==> config.mk <==
export PLATFORM = sky130hd
export DESIGN_NAME = fmdll_lock_ctrl
export DESIGN_NICKNAME = d
export VERILOG_FILES = /design/src/rtl/fmdll_lock_ctrl.sv
export SDC_FILE = /design/constraint.sdc
export NUM_CORES = 1
export LEC_CHECK = 0
export CAP_MARGIN = 15
export CORE_ASPECT_RATIO = 0.75
export CORE_MARGIN = 10
export CORE_UTILIZATION = 30
export CTS_CLUSTER_SIZE = 20
export DETAILED_ROUTE_END_ITERATION = 8
export HOLD_SLACK_MARGIN = 0.15
export PLACE_DENSITY_LB_ADDON = 0.05
export SLEW_MARGIN = 0
export SYNTH_ARGS = -nofsm -noshare
export SYNTH_HDL_FRONTEND = slang
export SYNTH_SLANG_ARGS = --single-unit
export TNS_END_PERCENT = 100
==> constraint.sdc <==
create_clock -name CLK_exit -period 4.4 [get_ports CLK_exit]
set_input_delay 0.88 -clock CLK_exit [delete_from_list [all_inputs] [get_ports CLK_exit]]
set_output_delay 0.88 -clock CLK_exit [all_outputs]
set_load 0.01 [all_outputs]
==> src/rtl/fmdll_lock_ctrl.sv <==
// fmdll_lock_ctrl: lock controller for the frequency-multiplying DLL.
// It runs on CLK_exit and owns the M/N edge counters.
// It sets the DCDL delay code with a binary search, then tracks it in +/-1 steps.
// While tracking it detects lock and loss of lock.
// A settle window gates phase samples after every code change.
module fmdll_lock_ctrl #(
    parameter int CODE_W    = 6,
    parameter int M_W       = 2,
    parameter int N_W       = 3,
    parameter int SETTLE    = 4,
    parameter int LOCK_CNT  = 8,
    parameter int UNLOCK_TH = 3
) (
    input  logic              CLK_exit,
    input  logic              rst,
    input  logic              en,
    input  logic [1:0]        Sel,
    input  logic [M_W-1:0]    M,
    input  logic [N_W-1:0]    N,
    input  logic              pd_valid,
    input  logic              pd_late,
    output logic [CODE_W-1:0] code,
    output logic [1:0]        clk_sel,
    output logic [M_W-1:0]    m_cnt,
    output logic [N_W-1:0]    n_cnt,
    output logic              lock,
    output logic              busy,
    output logic              err
);

    localparam int SET_W = $clog2(SETTLE + 1);
    localparam int REV_W = $clog2(LOCK_CNT + 1);
    localparam int RUN_W = $clog2(UNLOCK_TH + 1);
    localparam int PTR_W = (CODE_W > 1) ? $clog2(CODE_W) : 1;

    localparam logic [CODE_W-1:0] CODE_ZERO = {CODE_W{1'b0}};
    localparam logic [CODE_W-1:0] CODE_ONE  = {{(CODE_W-1){1'b0}}, 1'b1};
    localparam logic [CODE_W-1:0] CODE_MAX  = {CODE_W{1'b1}};
    localparam logic [CODE_W-1:0] CODE_MID  = {1'b1, {(CODE_W-1){1'b0}}};
    localparam logic [SET_W-1:0]  SET_ZERO  = {SET_W{1'b0}};
    localparam logic [SET_W-1:0]  SET_ONE   = {{(SET_W-1){1'b0}}, 1'b1};
    localparam logic [SET_W-1:0]  SETTLE_V  = SET_W'(SETTLE);
    localparam logic [REV_W-1:0]  REV_ZERO  = {REV_W{1'b0}};
    localparam logic [REV_W-1:0]  REV_ONE   = {{(REV_W-1){1'b0}}, 1'b1};
    localparam logic [REV_W-1:0]  LOCK_V    = REV_W'(LOCK_CNT);
    localparam logic [RUN_W-1:0]  RUN_ZERO  = {RUN_W{1'b0}};
    localparam logic [RUN_W-1:0]  RUN_ONE   = {{(RUN_W-1){1'b0}}, 1'b1};
    localparam logic [RUN_W-1:0]  UNLOCK_V  = RUN_W'(UNLOCK_TH);
    localparam logic [PTR_W-1:0]  PTR_ZERO  = {PTR_W{1'b0}};
    localparam logic [PTR_W-1:0]  PTR_ONE   = {{(PTR_W-1){1'b0}}, 1'b1};
    localparam logic [PTR_W-1:0]  PTR_TOP   = PTR_W'(CODE_W - 1);
    localparam logic [M_W-1:0]    M_ZERO    = {M_W{1'b0}};
    localparam logic [M_W-1:0]    M_ONE     = {{(M_W-1){1'b0}}, 1'b1};
    localparam logic [N_W-1:0]    N_ZERO    = {N_W{1'b0}};
    localparam logic [N_W-1:0]    N_ONE     = {{(N_W-1){1'b0}}, 1'b1};

    typedef enum logic [2:0] {
        ST_IDLE   = 3'd0,
        ST_SEARCH = 3'd1,
        ST_TRACK  = 3'd2,
        ST_LOCKED = 3'd3,
        ST_BYPASS = 3'd4
    } state_t;

    state_t              state_r, state_nxt_s;
    logic [CODE_W-1:0]   code_r, code_nxt_s;
    logic [PTR_W-1:0]    ptr_r, ptr_nxt_s;
    logic [REV_W-1:0]    rev_cnt_r, rev_nxt_s, rev_step_s;
    logic [RUN_W-1:0]    run_cnt_r, run_nxt_s, run_step_s;
    logic                last_dir_r, dir_nxt_s;
    logic                dir_vld_r, dir_vld_nxt_s;
    logic [SET_W-1:0]    settle_r, settle_nxt_s;
    logic                err_r, err_nxt_s;
    logic                lock_r, busy_r;
    logic [1:0]          clk_sel_r;
    logic [M_W-1:0]      m_cnt_r, m_nxt_s, m_prev_r, m_eff_s;
    logic [N_W-1:0]      n_cnt_r, n_nxt_s, n_prev_r, n_eff_s;

    logic [1:0]          sel_map_s;
    logic                sel_chg_s;
    logic                accept_s;
    logic                sat_s;
    logic                code_load_s;
    logic [CODE_W-1:0]   mask_s;
    logic [CODE_W-1:0]   search_code_s;
    logic [CODE_W-1:0]   step_code_s;
    logic                step_sat_s;
    logic                reversal_s;

    // Mode decode: 11 behaves as multiply; any difference to the registered select is a mode change
    assign sel_map_s  = (Sel == 2'b11) ? 2'b00 : Sel;
    assign sel_chg_s  = (sel_map_s != clk_sel_r);
    assign accept_s   = pd_valid && (settle_r == SET_ZERO);

    // SAR update: the pointed bit follows the comparator, the next lower bit becomes the new trial bit
    assign mask_s        = CODE_ONE << ptr_r;
    assign search_code_s = (code_r & ~mask_s) | (pd_late ? CODE_ZERO : mask_s) | (mask_s >> 1);

    // Tracking step, end-of-range detection and reversal/run bookkeeping
    assign step_sat_s  = pd_late ? (code_r == CODE_ZERO) : (code_r == CODE_MAX);
    assign step_code_s = pd_late ? (code_r - CODE_ONE) : (code_r + CODE_ONE);
    assign reversal_s  = dir_vld_r && (pd_late != last_dir_r);
    assign rev_step_s  = reversal_s ? (rev_cnt_r + REV_ONE) : REV_ZERO;
    assign run_step_s  = (!dir_vld_r || reversal_s) ? RUN_ONE :
                         ((run_cnt_r == UNLOCK_V) ? run_cnt_r : (run_cnt_r + RUN_ONE));

    // Controller next state: enable and mode changes override, then per-state search/track rules
    always_comb begin
        state_nxt_s   = state_r;
        code_nxt_s    = code_r;
        ptr_nxt_s     = ptr_r;
        rev_nxt_s     = rev_cnt_r;
        run_nxt_s     = run_cnt_r;
        dir_nxt_s     = last_dir_r;
        dir_vld_nxt_s = dir_vld_r;
        sat_s         = 1'b0;
        code_load_s   = 1'b0;
        if (!en) begin
            state_nxt_s = ST_IDLE;
        end else if (sel_chg_s && (state_r != ST_IDLE)) begin
            state_nxt_s = ST_IDLE;
        end else begin
            case (state_r)
                ST_IDLE: begin
                    if (sel_map_s == 2'b00) begin
                        state_nxt_s = ST_SEARCH;
                        code_nxt_s  = CODE_MID;
                        ptr_nxt_s   = PTR_TOP;
                        code_load_s = 1'b1;
                    end else if (sel_map_s == 2'b01) begin
                        state_nxt_s = ST_BYPASS;
                    end else begin
                        state_nxt_s = ST_IDLE;
                    end
                end
                ST_SEARCH: begin
                    if (accept_s) begin
                        code_nxt_s = search_code_s;
                        if (ptr_r != PTR_ZERO) begin
                            ptr_nxt_s = ptr_r - PTR_ONE;
                        end else begin
                            state_nxt_s   = ST_TRACK;
                            rev_nxt_s     = REV_ZERO;
                            run_nxt_s     = RUN_ZERO;
                            dir_vld_nxt_s = 1'b0;
                        end
                    end else begin
                        state_nxt_s = ST_SEARCH;
                    end
                end
                ST_TRACK, ST_LOCKED: begin
                    if (accept_s && step_sat_s) begin
                        sat_s       = 1'b1;
                        state_nxt_s = ST_SEARCH;
                        code_nxt_s  = CODE_MID;
                        ptr_nxt_s   = PTR_TOP;
                        code_load_s = 1'b1;
                    end else if (accept_s) begin
                        code_nxt_s    = step_code_s;
                        dir_nxt_s     = pd_late;
                        dir_vld_nxt_s = 1'b1;
                        run_nxt_s     = run_step_s;
                        if (state_r == ST_TRACK) begin
                            rev_nxt_s = rev_step_s;
                            if (rev_step_s == LOCK_V) begin
                                state_nxt_s = ST_LOCKED;
                            end else begin
                                state_nxt_s = ST_TRACK;
                            end
                        end else if (run_step_s == UNLOCK_V) begin
                            state_nxt_s = ST_TRACK;
                            rev_nxt_s   = REV_ZERO;
                        end else begin
                            state_nxt_s = ST_LOCKED;
                        end
                    end else begin
                        state_nxt_s = state_r;
                    end
                end
                ST_BYPASS: begin
                    state_nxt_s = ST_BYPASS;
                end
                default: begin
                    state_nxt_s = ST_IDLE;
                end
            endcase
        end
    end

    // Settle window reloads on every code load/change and otherwise counts down to zero
    always_comb begin
        settle_nxt_s = settle_r;
        if (code_load_s || (code_nxt_s != code_r)) begin
            settle_nxt_s = SETTLE_V;
        end else if (settle_r != SET_ZERO) begin
            settle_nxt_s = settle_r - SET_ONE;
        end else begin
            settle_nxt_s = SET_ZERO;
        end
    end

    // Sticky saturation error, cleared by a mode change
    always_comb begin
        err_nxt_s = err_r;
        if (sel_chg_s) begin
            err_nxt_s = 1'b0;
        end else if (sat_s) begin
            err_nxt_s = 1'b1;
        end else begin
            err_nxt_s = err_r;
        end
    end

    // Edge counters: ratio 0 acts as 1, held at zero when off or when a ratio changes
    always_comb begin
        m_eff_s = (M == M_ZERO) ? M_ONE : M;
        n_eff_s = (N == N_ZERO) ? N_ONE : N;
        m_nxt_s = m_cnt_r;
        n_nxt_s = n_cnt_r;
        if ((sel_map_s == 2'b10) || (M != m_prev_r) || (N != n_prev_r)) begin
            m_nxt_s = M_ZERO;
            n_nxt_s = N_ZERO;
        end else if (m_cnt_r == (m_eff_s - M_ONE)) begin
            m_nxt_s = M_ZERO;
            if (n_cnt_r == (n_eff_s - N_ONE)) begin
                n_nxt_s = N_ZERO;
            end else begin
                n_nxt_s = n_cnt_r + N_ONE;
            end
        end else begin
            m_nxt_s = m_cnt_r + M_ONE;
            n_nxt_s = n_cnt_r;
        end
    end

    // Controller registers; lock and busy are registered decodes of the next state
    always_ff @(posedge CLK_exit) begin
        if (rst) begin
            state_r    <= ST_IDLE;
            code_r     <= CODE_MID;
            ptr_r      <= PTR_TOP;
            rev_cnt_r  <= REV_ZERO;
            run_cnt_r  <= RUN_ZERO;
            last_dir_r <= 1'b0;
            dir_vld_r  <= 1'b0;
            settle_r   <= SETTLE_V;
            err_r      <= 1'b0;
            lock_r     <= 1'b0;
            busy_r     <= 1'b0;
        end else begin
            state_r    <= state_nxt_s;
            code_r     <= code_nxt_s;
            ptr_r      <= ptr_nxt_s;
            rev_cnt_r  <= rev_nxt_s;
            run_cnt_r  <= run_nxt_s;
            last_dir_r <= dir_nxt_s;
            dir_vld_r  <= dir_vld_nxt_s;
            settle_r   <= settle_nxt_s;
            err_r      <= err_nxt_s;
            lock_r     <= (state_nxt_s == ST_LOCKED);
            busy_r     <= (state_nxt_s == ST_SEARCH) || (state_nxt_s == ST_TRACK) ||
                          (state_nxt_s == ST_LOCKED);
        end
    end

    // Clock select and counter registers, with the ratios kept to detect changes
    always_ff @(posedge CLK_exit) begin
        if (rst) begin
            clk_sel_r <= 2'b10;
            m_cnt_r   <= M_ZERO;
            n_cnt_r   <= N_ZERO;
            m_prev_r  <= M;
            n_prev_r  <= N;
        end else begin
            clk_sel_r <= sel_map_s;
            m_cnt_r   <= m_nxt_s;
            n_cnt_r   <= n_nxt_s;
            m_prev_r  <= M;
            n_prev_r  <= N;
        end
    end

    assign code    = code_r;
    assign clk_sel = clk_sel_r;
    assign m_cnt   = m_cnt_r;
    assign n_cnt   = n_cnt_r;
    assign lock    = lock_r;
    assign busy    = busy_r;
    assign err     = err_r;

endmodule
==> reports/results.ini <==
[status]
status=finished clean

[timing]
setup_viol=0
tightest_slew_ps=631
rsz0062_at_grt=false
setup_ws_ps=904
relSlewSlack_pct=57.7
period_minus_slack_ps=3500
hold_slack_ps=420
fin_tns_setup_ps=0
max_freq_mhz=286
hold_viol_final=0
finClkSkew_ps=5.45
slew_violations=0
layout_worst_path_cycle_share_pct=79.5

[worst_setup_path]
cp-start-kind=primary input
slowest_delay_ps=570
r2r_start=settle_r[0]$_SDFF_PP0_
crit_chain=clkdlybuf4s50_1 -> fa_1 -> a211oi_1 -> o21ai_0 -> o21ba_2 -> nand3_1 -> a221oi_1 -> nand2_1 -> or3_1
end_kind=register
required_ps=4570
path_buf_inv=1
rrSetupSlack_ps=1500
slowest_stage=clkdlybuf4s50_1
r2r_end=settle_r[2]$_SDFF_PP1_
cp_max_fo=7
path_delay_family=compound AO/OA/AOI/OAI gates
crit_type=in2reg
r2r_cells=10
critPathArrivalTime_ps=3670

[clock_tree]
cts_buffers=5
clkLatencyLatePin_ps=290
clockBufferDepth=2
clock_sinks=38
path_clk_slew_ps=60
h-tree-depth=2
cts.repair.resized=0
cts_setup_buffers=0
postCtsHoldBufs=0
cts_tree=done
clockRootBuffer=clkbuf_16

[floorplanning]
fp.dieH_microns=102
die_w_microns=130
std_cell_rows=29
core-area_sq_mm=0.00864
start_util_pct=31.5
ioPinCount=28
die_area_sq_mm=0.0133

[detailed_routing]
drt-total-wl_mm=8.10
remaining_drc_errors=0
first_pass_iters=4
first_iter_violations=230
wl_per_cell_microns=16.9
vias=2561
ant_nets=0
highest_layer=met4
wl_met2_mm=3.21
route.met3.wl_microns=448
vias_per_cell=5.35
wl_met1_mm=4.37

[placed_design]
routabilityCongestion=0.831
place_worst_setup_slack_ps=632
place.detailed.instances=471
place_hpwl_mm=6.11
io_buffers=27

[synth]
synth_ff_type=dfxtp_1
synth_cell_types=65
synth_edf_count=0
synth_cells=342
ys_ff_latch=38
yosysWarningCount=0
synthesis.area_sq_mm=0.00272
async_flop_share_pct=0
avgSynthCellArea_sq_um=7.95
ys_seq_area_share_pct=28.0
synthesis.nets=373

[global_route]
grt_max_degree=23
grt_usage_pct=12.8
grt-ovfl-total=0
grt_pass1_wl_mm=13.4
grt_pass1_vias=2441
grt_antenna_before_repair=0

[final_layout]
utilization_pct=37.4
num-nets-final=401
area_growth_pct=18.9
num_antenna_cells=0
drive_gt1_share_pct=8.63
final_cells=479

[worst_hold_path]
min_from=settle_r[0]$_SDFF_PP0_
holdPathStages=1
hold-path-endpoint=settle_r[0]$_SDFF_PP0_
hold_class=reg2reg

[flow_run]
cap_violations=0

[power_and_ir_drop]
powerDensity_mw_per_mm2=290
ir_drop_mv=0.136
p_leak_uw=0.00119

[synthesized netlist by cell type (2+ instances only)]
library cell / count / area share, %
buf_4: 2 / 0.55
or4_1: 5 / 1.4
buf_6: 2 / 0.83
and3_1: 2 / 0.46
nand4_1: 7 / 1.6
nand2b_1: 3 / 0.69
a21oi_1: 25 / 4.6
nand3_1: 17 / 3.1
buf_2: 2 / 0.37
o21ai_1: 3 / 0.55
a221oi_1: 2 / 0.64
dfxtp_1: 38 / 28
nor3_1: 14 / 2.6
clkbuf_1: 6 / 0.83
nor4_1: 6 / 1.4
nor2_2: 2 / 0.46
or3_1: 5 / 1.2
a21o_1: 2 / 0.55
mux2i_1: 3 / 1.1
and2_1: 2 / 0.46
nor2_1: 28 / 3.9
or2_2: 5 / 1.2
xnor2_1: 12 / 3.9
nand2_1: 24 / 3.3
o21bai_1: 3 / 0.83
a211oi_1: 6 / 1.7
o31a_1: 3 / 0.97
ha_1: 18 / 8.3
inv_1: 19 / 2.6
nor3b_1: 3 / 0.83
o211ai_1: 5 / 1.4
a31oi_1: 3 / 0.69
a211o_1: 3 / 0.97
xor2_1: 6 / 1.9
o21ai_0: 22 / 4.1
nor2b_1: 5 / 1.2
[worst reg2reg max path, cell delays in order, from the launching register on]
cell      delay, ps
dfxtp_1         310
inv_1            50
ha_1            170
ha_1            300
and2_1          430
o221ai_1        200
a21oi_1         200
o22ai_1         170
a221o_2         370
a2111o_1        280
or3_1           300
[cell families after synthesis]
| group | count (synthesis) | synth area share [%] |
|---|---|---|
| and+or+nand+nor | 135 | 26.1 |
| xor gates and xnor gates | 18 | 5.80 |
| buffers and inverters | 34 | 6.40 |
| DFF | 38 | 28.0 |
| AOI/OAI and AO/OA | 95 | 23.6 |
| muxes | 3 | 1.11 |
| adders and majority gates | 19 | 9.02 |
[worst max-delay path by stage]
stage | startpoint | to | slack [ps] | depth (start not counted)
floorplan | Sel[0] | settle_r[2]$_SDFF_PP1_ | 1400 | 10
global placement | pd_late | settle_r[2]$_SDFF_PP1_ | 620 | 9
detailed placement | pd_late | settle_r[2]$_SDFF_PP1_ | 630 | 8
CTS | pd_late | settle_r[2]$_SDFF_PP1_ | 930 | 8
global route | pd_late | settle_r[1]$_SDFF_PP0_ | 630 | 9
finish | pd_late | settle_r[2]$_SDFF_PP1_ | 900 | 9
[area by class of cell]
cell class / count / area [sq um]
fillers: 921 / 5400
multi-input cells: 270 / 1780
flip-flops and latches: 38 / 761
repair buffers: 35 / 330
clock buffers: 7 / 143
well taps: 108 / 135
inverters: 20 / 75.1
clock inverters: 1 / 5.00
[sequential cells by signal, summed over array words and instances, names as in the netlist, 2 cells and up]
name,count
clk_sel,2
state_r,3
settle_r,3
run_cnt_r,2
n_prev_r,3
m_cnt,2
ptr_r,3
rev_cnt_r,4
n_cnt,3
code,6
m_prev_r,2
[per-layer routing]
layer | GRT usage (%) | up-vias
li1 | - | 1302
met1 | 19.2 | 1190
met2 | 17.2 | 61
met3 | 3.41 | 8
met4 | 3.19 | 0
met5 | 0 | -
[cells in the final DEF, fill, tap and decap left out, drive strengths merged, types with 5 or more instances in the layout]
cell	synthesis	layout
clkdlybuf4s50	0	27
dfxtp	38	38
clkbuf	7	7
xor2	6	6
nor2	30	30
a21oi	26	26
nor3	14	14
or3	5	5
or2	5	5
buf	7	8
nand3	17	17
o21ai	25	25
a211oi	6	6
inv	20	20
xnor2	12	12
nor4	6	6
ha	18	18
nand4	7	7
or4	6	6
o211ai	6	6
nand2	24	24
nor2b	5	5
[where the power goes]
part,switching (uW),internal [uW],leakage (uW)
logic,112,79.4,0.000806
registers,11.1,358,0.000310
clock network,151,225,0.0000739
[stage by stage]
stage | power (uW) | area, sq um
after floorplan | 505 | 2720
after global placement | 568 | 3080
after detailed placement | 566 | 3080
after CTS | 948 | 3230
after global routing | 986 | 3230
final | 937 | 3230
(Power assumes the default switching activity.)
